===== config.mk =====
export PLATFORM = sky130hd
export DESIGN_NAME = shifter_arbiter_flat
export DESIGN_NICKNAME = d
export VERILOG_FILES = /design/src/rtl/shifter_arbiter_pkg.sv /design/src/rtl/shifter_arbiter_if.sv /design/src/rtl/shifter_arbiter_shifter.sv /design/src/rtl/shifter_arbiter.sv /design/src/flat_wrapper.sv
export SDC_FILE = /design/constraint.sdc
export NUM_CORES = 1
export LEC_CHECK = 0
export ABC_AREA = 1
export CAP_MARGIN = 20
export CORE_MARGIN = 5
export CORE_UTILIZATION = 68
export CTS_CLUSTER_SIZE = 20
export DETAILED_ROUTE_END_ITERATION = 8
export DONT_BUFFER_PORTS = 1
export GPL_ROUTABILITY_DRIVEN = 0
export HOLD_SLACK_MARGIN = 0.05
export PLACE_DENSITY = 0.84
export SYNTH_ARGS = -nofsm -noshare
export SYNTH_HDL_FRONTEND = slang
export SYNTH_SLANG_ARGS = --single-unit

===== constraint.sdc =====
create_clock -name i_clk -period 2.8 [get_ports i_clk]
set_input_delay 0.56 -clock i_clk [delete_from_list [all_inputs] [get_ports i_clk]]
set_output_delay 0.56 -clock i_clk [all_outputs]
set_load 0.01 [all_outputs]

===== src/rtl/shifter_arbiter_pkg.sv =====
// Shared types and constants for the two-requester shift arbiter.
// Imported by the interface, the top level and the bench.
package shifter_arb_pkg;

  localparam int NUM_REQ = 2;

  typedef enum logic [1:0] {
    IDLE = 2'd0,
    EXEC = 2'd1,
    RESP = 2'd2
  } state_t;

  typedef logic req_id_t;

endpackage : shifter_arb_pkg


===== src/rtl/shifter_arbiter_if.sv =====
// Request/response bundle between the two ALU issue ports and the shift arbiter.
// The slave modport is the arbiter; the master modport is the issuing side.
interface shifter_arbiter_if #(
  parameter int N     = 8,
  parameter int CNT_W = 8
);
  import shifter_arb_pkg::*;

  logic [NUM_REQ-1:0] i_req_vld;
  logic [N-1:0]       i_a0;
  logic [N-1:0]       i_b0;
  logic [N-1:0]       i_a1;
  logic [N-1:0]       i_b1;
  logic [NUM_REQ-1:0] o_req_rdy;
  logic [NUM_REQ-1:0] o_rsp_vld;
  logic [N-1:0]       o_rsp_out;
  logic               o_rsp_err;
  logic               o_rsp_ovf;
  logic [NUM_REQ-1:0] i_rsp_rdy;
  logic               o_busy;
  logic [CNT_W-1:0]   o_cnt_err;
  logic [CNT_W-1:0]   o_cnt_ovf;

  modport slave (
    input  i_req_vld, i_a0, i_b0, i_a1, i_b1, i_rsp_rdy,
    output o_req_rdy, o_rsp_vld, o_rsp_out, o_rsp_err, o_rsp_ovf,
           o_busy, o_cnt_err, o_cnt_ovf
  );

  modport master (
    output i_req_vld, i_a0, i_b0, i_a1, i_b1, i_rsp_rdy,
    input  o_req_rdy, o_rsp_vld, o_rsp_out, o_rsp_err, o_rsp_ovf,
           o_busy, o_cnt_err, o_cnt_ovf
  );

endinterface : shifter_arbiter_if


===== src/rtl/shifter_arbiter_shifter.sv =====
// Combinational sign-magnitude left shifter: sign passes through, the magnitude
// is shifted in a double-width field so any lost bits can be flagged as overflow.
module shifter #(
  parameter int N = 8
) (
  input  logic [N-1:0] a_i,
  input  logic [N-1:0] b_i,
  output logic [N-1:0] out_o,
  output logic         err_o,
  output logic         ovf_o
);

  logic [2*N-1:0] shifted;

  always_comb begin
    shifted = {{(N + 1){1'b0}}, a_i[N-2:0]} << b_i[N-2:0];
    err_o   = b_i[N-1];
    // A negative shift count is rejected outright rather than shifting right.
    if (err_o) begin
      out_o = '0;
      ovf_o = 1'b0;
    end else begin
      out_o = {a_i[N-1], shifted[N-2:0]};
      ovf_o = |shifted[2*N-1:N-1];
    end
  end

endmodule : shifter


===== src/rtl/shifter_arbiter.sv =====
// Round-robin arbiter sharing one shifter between two requesters, with a
// registered, held response and saturating error/overflow debug counters.
module shifter_arbiter
  import shifter_arb_pkg::*;
#(
  parameter int N     = 8,
  parameter int CNT_W = 8
) (
  input logic              i_clk,
  input logic              i_rst_n,
  shifter_arbiter_if.slave bus
);

  localparam logic [1:0] ST_IDLE = IDLE;
  localparam logic [1:0] ST_EXEC = EXEC;
  localparam logic [1:0] ST_RESP = RESP;

  logic [1:0]       state_q, state_d;
  req_id_t          owner_q, owner_d;
  req_id_t          ptr_q, ptr_d;
  logic [N-1:0]     opA_q, opA_d;
  logic [N-1:0]     opB_q, opB_d;
  logic [N-1:0]     rspOut_q, rspOut_d;
  logic             rspErr_q, rspErr_d;
  logic             rspOvf_q, rspOvf_d;
  logic [CNT_W-1:0] cntErr_q, cntErr_d;
  logic [CNT_W-1:0] cntOvf_q, cntOvf_d;

  logic             grantVld;
  req_id_t          grantId;
  logic             rspDone;
  logic [N-1:0]     shOut;
  logic             shErr;
  logic             shOvf;

  shifter #(.N(N)) u_shifter (
    .a_i   (opA_q),
    .b_i   (opB_q),
    .out_o (shOut),
    .err_o (shErr),
    .ovf_o (shOvf)
  );

  // A lone requester wins outright; the pointer only breaks ties.
  always_comb begin
    grantVld = 1'b0;
    grantId  = ptr_q;
    if (state_q == ST_IDLE) begin
      case (bus.i_req_vld)
        2'b01: begin
          grantVld = 1'b1;
          grantId  = 1'b0;
        end
        2'b10: begin
          grantVld = 1'b1;
          grantId  = 1'b1;
        end
        2'b11: begin
          grantVld = 1'b1;
          grantId  = ptr_q;
        end
        default: begin
          grantVld = 1'b0;
          grantId  = ptr_q;
        end
      endcase
    end
  end

  assign rspDone = (state_q == ST_RESP) && bus.i_rsp_rdy[owner_q];

  always_comb begin
    state_d  = state_q;
    owner_d  = owner_q;
    ptr_d    = ptr_q;
    opA_d    = opA_q;
    opB_d    = opB_q;
    rspOut_d = rspOut_q;
    rspErr_d = rspErr_q;
    rspOvf_d = rspOvf_q;
    cntErr_d = cntErr_q;
    cntOvf_d = cntOvf_q;
    case (state_q)
      ST_IDLE: begin
        if (grantVld) begin
          owner_d = grantId;
          opA_d   = grantId ? bus.i_a1 : bus.i_a0;
          opB_d   = grantId ? bus.i_b1 : bus.i_b0;
          state_d = ST_EXEC;
        end
      end
      ST_EXEC: begin
        rspOut_d = shOut;
        rspErr_d = shErr;
        rspOvf_d = shOvf;
        if (shErr && (cntErr_q != '1)) begin
          cntErr_d = cntErr_q + CNT_W'(1);
        end
        if (shOvf && (cntOvf_q != '1)) begin
          cntOvf_d = cntOvf_q + CNT_W'(1);
        end
        state_d = ST_RESP;
      end
      ST_RESP: begin
        // Fairness: whoever just finished yields the next tie to the other side.
        if (rspDone) begin
          ptr_d   = ~owner_q;
          state_d = ST_IDLE;
        end
      end
      default: begin
        state_d = ST_IDLE;
      end
    endcase
  end

  always_ff @(posedge i_clk or negedge i_rst_n) begin
    if (!i_rst_n) begin
      state_q  <= ST_IDLE;
      owner_q  <= 1'b0;
      ptr_q    <= 1'b0;
      opA_q    <= '0;
      opB_q    <= '0;
      rspOut_q <= '0;
      rspErr_q <= 1'b0;
      rspOvf_q <= 1'b0;
      cntErr_q <= '0;
      cntOvf_q <= '0;
    end else begin
      state_q  <= state_d;
      owner_q  <= owner_d;
      ptr_q    <= ptr_d;
      opA_q    <= opA_d;
      opB_q    <= opB_d;
      rspOut_q <= rspOut_d;
      rspErr_q <= rspErr_d;
      rspOvf_q <= rspOvf_d;
      cntErr_q <= cntErr_d;
      cntOvf_q <= cntOvf_d;
    end
  end

  always_comb begin
    bus.o_req_rdy = '0;
    bus.o_rsp_vld = '0;
    if (grantVld) begin
      bus.o_req_rdy[grantId] = 1'b1;
    end
    if (state_q == ST_RESP) begin
      bus.o_rsp_vld[owner_q] = 1'b1;
    end
  end

  assign bus.o_rsp_out = rspOut_q;
  assign bus.o_rsp_err = rspErr_q;
  assign bus.o_rsp_ovf = rspOvf_q;
  assign bus.o_busy    = (state_q != ST_IDLE);
  assign bus.o_cnt_err = cntErr_q;
  assign bus.o_cnt_ovf = cntOvf_q;

endmodule : shifter_arbiter

===== src/flat_wrapper.sv =====
// flat-port wrapper written by rule: the top's interface ports become plain ports
module shifter_arbiter_flat import shifter_arb_pkg::*;
#(
  parameter int N     = 8,
  parameter int CNT_W = 8
)
  (i_clk, i_rst_n, bus_i_req_vld, bus_i_a0, bus_i_b0, bus_i_a1, bus_i_b1, bus_i_rsp_rdy, bus_o_req_rdy, bus_o_rsp_vld, bus_o_rsp_out, bus_o_rsp_err, bus_o_rsp_ovf, bus_o_busy, bus_o_cnt_err, bus_o_cnt_ovf);
  shifter_arbiter_if #(.N(N), .CNT_W(CNT_W)) bus_i ();
  input logic i_clk;
  input logic i_rst_n;
  input wire logic [$bits(bus_i.i_req_vld)-1:0] bus_i_req_vld;
  input wire logic [$bits(bus_i.i_a0)-1:0] bus_i_a0;
  input wire logic [$bits(bus_i.i_b0)-1:0] bus_i_b0;
  input wire logic [$bits(bus_i.i_a1)-1:0] bus_i_a1;
  input wire logic [$bits(bus_i.i_b1)-1:0] bus_i_b1;
  input wire logic [$bits(bus_i.i_rsp_rdy)-1:0] bus_i_rsp_rdy;
  output wire logic [$bits(bus_i.o_req_rdy)-1:0] bus_o_req_rdy;
  output wire logic [$bits(bus_i.o_rsp_vld)-1:0] bus_o_rsp_vld;
  output wire logic [$bits(bus_i.o_rsp_out)-1:0] bus_o_rsp_out;
  output wire logic [$bits(bus_i.o_rsp_err)-1:0] bus_o_rsp_err;
  output wire logic [$bits(bus_i.o_rsp_ovf)-1:0] bus_o_rsp_ovf;
  output wire logic [$bits(bus_i.o_busy)-1:0] bus_o_busy;
  output wire logic [$bits(bus_i.o_cnt_err)-1:0] bus_o_cnt_err;
  output wire logic [$bits(bus_i.o_cnt_ovf)-1:0] bus_o_cnt_ovf;
  assign bus_i.i_req_vld = bus_i_req_vld;
  assign bus_i.i_a0 = bus_i_a0;
  assign bus_i.i_b0 = bus_i_b0;
  assign bus_i.i_a1 = bus_i_a1;
  assign bus_i.i_b1 = bus_i_b1;
  assign bus_i.i_rsp_rdy = bus_i_rsp_rdy;
  assign bus_o_req_rdy = bus_i.o_req_rdy;
  assign bus_o_rsp_vld = bus_i.o_rsp_vld;
  assign bus_o_rsp_out = bus_i.o_rsp_out;
  assign bus_o_rsp_err = bus_i.o_rsp_err;
  assign bus_o_rsp_ovf = bus_i.o_rsp_ovf;
  assign bus_o_busy = bus_i.o_busy;
  assign bus_o_cnt_err = bus_i.o_cnt_err;
  assign bus_o_cnt_ovf = bus_i.o_cnt_ovf;
  shifter_arbiter #(.N(N), .CNT_W(CNT_W)) u_core (.i_clk(i_clk), .i_rst_n(i_rst_n), .bus(bus_i));
endmodule

Yosys cells after proc, flatten, opt, wreduce, memory -nomap -nowiden
Cells that the tools add are included.
{ "totals": {"register_bits": 46, "latchBits": 0, "mem_bits_rw": 0, "romBits": 0, "input_bits": 38, "output_inout_bits": 31, "wordCells": 60, "mem_count": 0} }
{ "op_classes": {"addsub": 2, "n_mul": 0, "div_mod_pow": 0, "magnitude_cmp": 4, "n_eq_ne": 9, "shifts": 1, "mux": 19, "n_bitwise": 1, "reduce_logical": 14} }
{ "op_table": {"columns": ["operator", "n"], "rows": [
  ["$mux W8", 3],
  ["$add A8 B1 Y8 const B", 2],
  ["$ne A8 B8 Y1 const B", 2],
  ["$shl A7 B7 Y16", 1],
  ["$reduce_and A2 Y1", 5],
  ["$reduce_or A9 Y1", 1],
  ["$mux W1", 8],
  ["$mux W2", 4],
  ["$eq A2 B2 Y1 const B", 3],
  ["$pmux W2 S3", 1],
  ["$logic_and A1 B1 Y1", 5],
  ["$eq A2 B1 Y1 const B", 2],
  ["$lt A1 B2 Y1 const B", 2],
  ["$ne A2 B1 Y1 const B", 2],
  ["$reduce_or A3 Y1", 1],
  ["$demux W1 S1", 2],
  ["$ge A1 B1 Y1 const B", 2],
  ["$logic_not A2 Y1", 1],
  ["$pmux W1 S2", 1],
  ["$reduce_bool A2 Y1", 1],
  ["$not A1 Y1", 1]
]} }

Logic depth before layout (Yosys ltp)
{ "logic_depth": {"word_depth": 8, "ltp_mapped": 15, "mapped_depth_nobuf": 14} }

Hierarchy
Synthesis repeated with hierarchy kept, for this count alone.
{ "unflattened": {"cells_unflattened": 356, "hier_area_um2": 2723.9} }
{ "by_module_without_submodules": {"columns": ["mod", "n_inst", "cells_each", "area_each_um2", "seq_area_each_um2"], "rows": [
  ["shifter_arbiter", 1, 282, 2302.2, 1151.1],
  ["shifter", 1, 74, 421.7, 0.0]
]} }

Worst setup path before layout
OpenSTA, ideal clock, no wires.
{ "synth_timing": {"path_kind": "input to output", "start": "in bus_i_req_vld[0]", "end": "out bus_o_req_rdy[1]", "t_arrival_ns": 1.669, "required_ns": 2.240, "setup_slack_ns": 0.571, "stages": 8, "n_path_buf": 1, "path_cell_list": "inv_1 ha_1 nand2_1 nor2_1 a21oi_1 nand2_1 clkinv_1 clkbuf_1"} }
{ "synth_via": {"elab_chain_len": 8, "word_cells_on_any_way": 14, "cone_classes": "order compare: 2; eq/ne: 3; mux: 7; reduce/logical: 2"} }
{ "synth_lines": {"columns": ["item", "line_no", "source"], "rows": [
  ["start, declared", "flat_wrapper.sv:11", "input wire logic [$bits(bus_i.i_req_vld)-1:0] bus_i_req_vld;"],
  ["$eq A2 B2 Y1 or $eq A2 B1 Y1 (tied branches)", "shifter_arbiter.sv:49", "case (bus.i_req_vld)"],
  ["$pmux W1 S2", "shifter_arbiter.sv:49", null],
  ["$mux W1", "shifter_arbiter.sv:48", "if (state_q == ST_IDLE) begin"],
  ["$lt A1 B2 Y1 (implied by the code) or $ge A1 B1 Y1 (tied branches)", "shifter_arbiter.sv:147", "bus.o_req_rdy[grantId] = 1'b1;"],
  ["$logic_and A1 B1 Y1 (implied by the code)", "shifter_arbiter.sv:147", null],
  ["$mux W1 (implied by the code)", "shifter_arbiter.sv:147", null],
  ["$demux W1 S1", null, null],
  ["$mux W2 (*)", "shifter_arbiter.sv:146", "if (grantVld) begin"],
  ["end, declared", "flat_wrapper.sv:17", "output wire logic [$bits(bus_i.o_req_rdy)-1:0] bus_o_req_rdy;"]
]} }
Every way passes the cells marked *; elsewhere a longest branch is shown, timed or not.

Worst setup path after layout
{ "layout_timing": {"start": "reg u_core.state_q[1]", "end": "out bus_o_req_rdy[0]"} }
{ "layout_via": {"elab_chain_len": 7, "word_cells_on_any_way": 9, "cone_classes": "order compare: 2; mux: 5; reduce/logical: 2"} }
{ "layout_lines": {"columns": ["item", "line_no", "source"], "rows": [
  ["start, declared", "shifter_arbiter.sv:18", "logic [1:0] state_q, state_d;"],
  ["start signal, assigned", "shifter_arbiter.sv:130", "state_q <= state_d;"],
  ["$logic_not A2 Y1 (*)", "shifter_arbiter.sv:48", null],
  ["$mux W1", "shifter_arbiter.sv:48", null],
  ["$lt A1 B2 Y1 (implied by the code) or $ge A1 B1 Y1 (tied branches)", "shifter_arbiter.sv:147", null],
  ["$logic_and A1 B1 Y1 (implied by the code)", "shifter_arbiter.sv:147", null],
  ["$mux W1 (implied by the code)", "shifter_arbiter.sv:147", null],
  ["$demux W1 S1", null, null],
  ["$mux W2 (*)", "shifter_arbiter.sv:146", null]
]} }
Marked as above.

==> results.sh <==
export IMPL_status="complete, no violations"
export IMPL_rsz0062_at_grt="no"
export IMPL_slew_violations=0
export IMPL_ys_flop_type="dfrtp_1"
export IMPL_grt_max_degree=47
export IMPL_grt_use_total_pct=22.9
export IMPL_drc=0
export IMPL_endpoint_kind="output port"
export IMPL_nFillCells=278
export IMPL_cpPeakStageDelay_ps=410
export IMPL_pre_cts_ws_ps=551
export IMPL_clk_latency_ps=370
export IMPL_cts_resized=0
export IMPL_r2r_start="u_core.state_q[1]"
export IMPL_grt_pass1_vias=2033
export IMPL_drt_total_wl_mm=5.19
export IMPL_busiest_layer="met2"
export IMPL_dp_cells=355
export IMPL_h_tree_depth=2
export IMPL_drt_iter0_drc=114
export IMPL_numCtsBuffers=5
export IMPL_cts_tree="done"
export IMPL_clockRootBuffer="clkbuf_4"
export IMPL_hp_class="input port to register"
export IMPL_regToRegSetupSlack_ps=670
export IMPL_die_width_um=70.3
export IMPL_antenna_cells=0
export IMPL_relSlewSlack_pct=72.4
export IMPL_synth_seq_cells=46
export IMPL_grt_first_pass_wirelength_mm=9.08
export IMPL_r2r_end="u_core.opB_q[2]"
export IMPL_synth_seq_area_share_pct=46.5
export IMPL_power_leakage_nw=1.32
export IMPL_pwr_share_seq_pct=42.7
export IMPL_timing_final_ws_setup_ps=238
export IMPL_path_class="register to output port"
export IMPL_met1_usage_pct=28.8
export IMPL_hold_start="bus_i_b1[6]"
export IMPL_synthCells=313
export IMPL_cts_buffer_depth=2
export IMPL_grtUsageMet2_pct=35.4
export IMPL_clk_pin_slew_ps=140
export IMPL_reg2regPathDepth=8
export IMPL_power_total_mw=2.81
export IMPL_hold_depth=2
export IMPL_syn_area_um2=2470
export IMPL_dieArea_um2=4940
export IMPL_p_int_mw=1.45
export IMPL_ff_latch_area_um2=1150
export IMPL_cts_sinks=46
export IMPL_p_comb_share_pct=45.5
export IMPL_grtUsageMet3_pct=8.63
export IMPL_antenna_found_initial=0
export IMPL_p_clk_share_pct=11.8
export IMPL_core_area_um2=3580
export IMPL_hold_end="u_core.opB_q[6]"
export IMPL_skew_ps=14.6
export IMPL_final_hold_viol_count=0
export IMPL_die_y_um=70.3
export IMPL_vias_per_cell=5.65
export IMPL_initial_core_util_pct=69.1
export IMPL_final_cells=365
export IMPL_fin_crit_sh_pct=91.5
export IMPL_setup_viol=0
export IMPL_synth_edf_count=0
export IMPL_syn_num_nets=355
export IMPL_async_flop_share_pct=100
export IMPL_cp_max_fo=13
export IMPL_antenna_left=0
export IMPL_synth_area_per_cell_um2=7.90
export IMPL_ios=69
export IMPL_drive_gt1_share_pct=7.26
export IMPL_placed_cell_area_um2=2500
export IMPL_vdd_drop_max_mv=0.674
export IMPL_synth_area_leaders="dfrtp_1 (47%), nand2_1 (17%), nand3_1 (9.1%)"
export IMPL_area_growth_pct=5.21
export IMPL_worstPathRequired_ps=2240
export IMPL_fin_tns_setup_ps=0
export IMPL_critPathSlowestCell="dfrtp_1"
export IMPL_num_vias=2062
export IMPL_netSwitchingFraction_pct=48.4
export IMPL_finalCriticalPeriod_ps=2560
export IMPL_overflow=0
export IMPL_startpoint_type="register"
export IMPL_yosys_cell_count_top_type="nand2_1"
export IMPL_yosysWarnings=0
export IMPL_yosysTopAreaCell="dfrtp_1"
export IMPL_cp_arrival_ps=2000
export IMPL_path_cells="nor2_1 > inv_1 > nor2_2 > inv_1 > nor2_2"
export IMPL_stdcell_area_um2=2600
export IMPL_synth_common_cells="nand2_1 (115), dfrtp_1 (46), nand3_1 (45)"
export IMPL_fmax_mhz=390
export IMPL_cap_violations=0
export IMPL_ys_types=31
export IMPL_power_switching_mw=1.36
export IMPL_routedWlPerCell_um=14.2
export IMPL_dpl_hpwl_mm=3.86
export IMPL_multi_input_area_um2=1190
export IMPL_yosys_area_top_type_share_pct=46.5
export IMPL_fp_row_count=22
export IMPL_fin_nets=358
export IMPL_worstMarginPinSlew_ps=414
export IMPL_portBuffers=0
export IMPL_cellPowerDensity_nw_per_um2=1080
export IMPL_drt_pass1_iter_count=4
[critical path, delay by kind of cell, from the launching register on]
kind                   cells  cell delay, ps
and+or+nand+nor            3             820
DFF                        1             410
buffers and inverters      2             390
[area by class of cell]
type | count | share of cell area [%]
clock inverters | 3 | 0.913
clock buffers | 5 | 1.44
repair buffers | 5 | 2.31
well taps | 48 | 2.31
inverters | 20 | 2.93
multi-input cells | 238 | 45.9
flip-flops and latches | 46 | 44.2
[per-stage QoR]
step                      utilization (%)  hold slack [ps]
final                                72.7              289
after global placement               70.0              265
after floorplan                         -              264
after CTS                            72.7              294
after detailed placement             70.0              265
after global routing                 72.7              282
[sequential cells by signal (all words and copies together), names as in the netlist]
register and flops:
u_core.opB_q 8, u_core.owner_q 1, u_core.state_q 2, u_core.bus.o_rsp_out 8, u_core.bus.o_rsp_err 1, u_core.bus.o_cnt_ovf 8
u_core.bus.o_cnt_err 8, u_core.ptr_q 1, u_core.opA_q 8, u_core.bus.o_rsp_ovf 1
[cell usage in the layout, fill, tap and decap left out, types with 2 or more instances in the layout]
cell type   count
a21oi_1         3
a22o_1          4
buf_4           3
clkbuf_4        5
clkinv_1        2
clkinvlp_4      2
dfrtp_1        46
ha_1            4
inv_1          16
nand2_1       115
nand3_1        45
nand3_4         2
nand4_1        11
nor2_1         21
nor2_2          2
o211ai_1        5
o21ai_0         6
xnor2_1         6
xor2_1          5
[per-layer routing]
layer / wire [um] / up-vias
li1: - / 1038
met1: 2190 / 940
met2: 2410 / 74
met3: 459 / 10
met4: 123 / 0
met5: 0 / -
[repair_timing]
action / in CTS / in global routing
endpoints found under the hold margin: 46 / 0
buffers inserted: 0 / 0
hold buffers: 2 / 0
[logic make-up after synthesis]
group                      count (synthesis)  share of synthesized area [%]
AOI/OAI and AO/OA                         19                           4.96
xor gates and xnor gates                  11                           3.89
and+or+nand+nor                          202                           36.5
buffers and inverters                     29                           5.21
adders and majority gates                  4                           2.02
muxes                                      2                          0.860
DFF                                       46                           46.5
[worst max path at each step]
| stage | startpoint | endpoint | cells past startpoint |
|---|---|---|---|
| 2_1_floorplan | bus_i_req_vld[0] | bus_o_req_rdy[1] | 8 |
| 3_3_place_gp | bus_i_req_vld[0] | bus_o_req_rdy[0] | 5 |
| 3_5_place_dp | bus_i_req_vld[0] | bus_o_req_rdy[0] | 5 |
| 4_1_cts | u_core.state_q[1] | bus_o_req_rdy[0] | 5 |
| 5_1_grt | u_core.state_q[1] | bus_o_req_rdy[0] | 5 |
| 6_report | u_core.state_q[1] | bus_o_req_rdy[0] | 5 |
[power groups by stage]
stage | sequential [mW] | combinational [mW] | clock (mW)
global placement | 1.21 | 1.22 | 0
finish | 1.20 | 1.28 | 0.332
detailed placement | 1.21 | 1.26 | 0
CTS | 1.20 | 1.28 | 0.334
global route | 1.23 | 1.49 | 0.371
floorplan | 1.12 | 1.10 | 0
No activity file was read; power rests on OpenSTA's default activity.
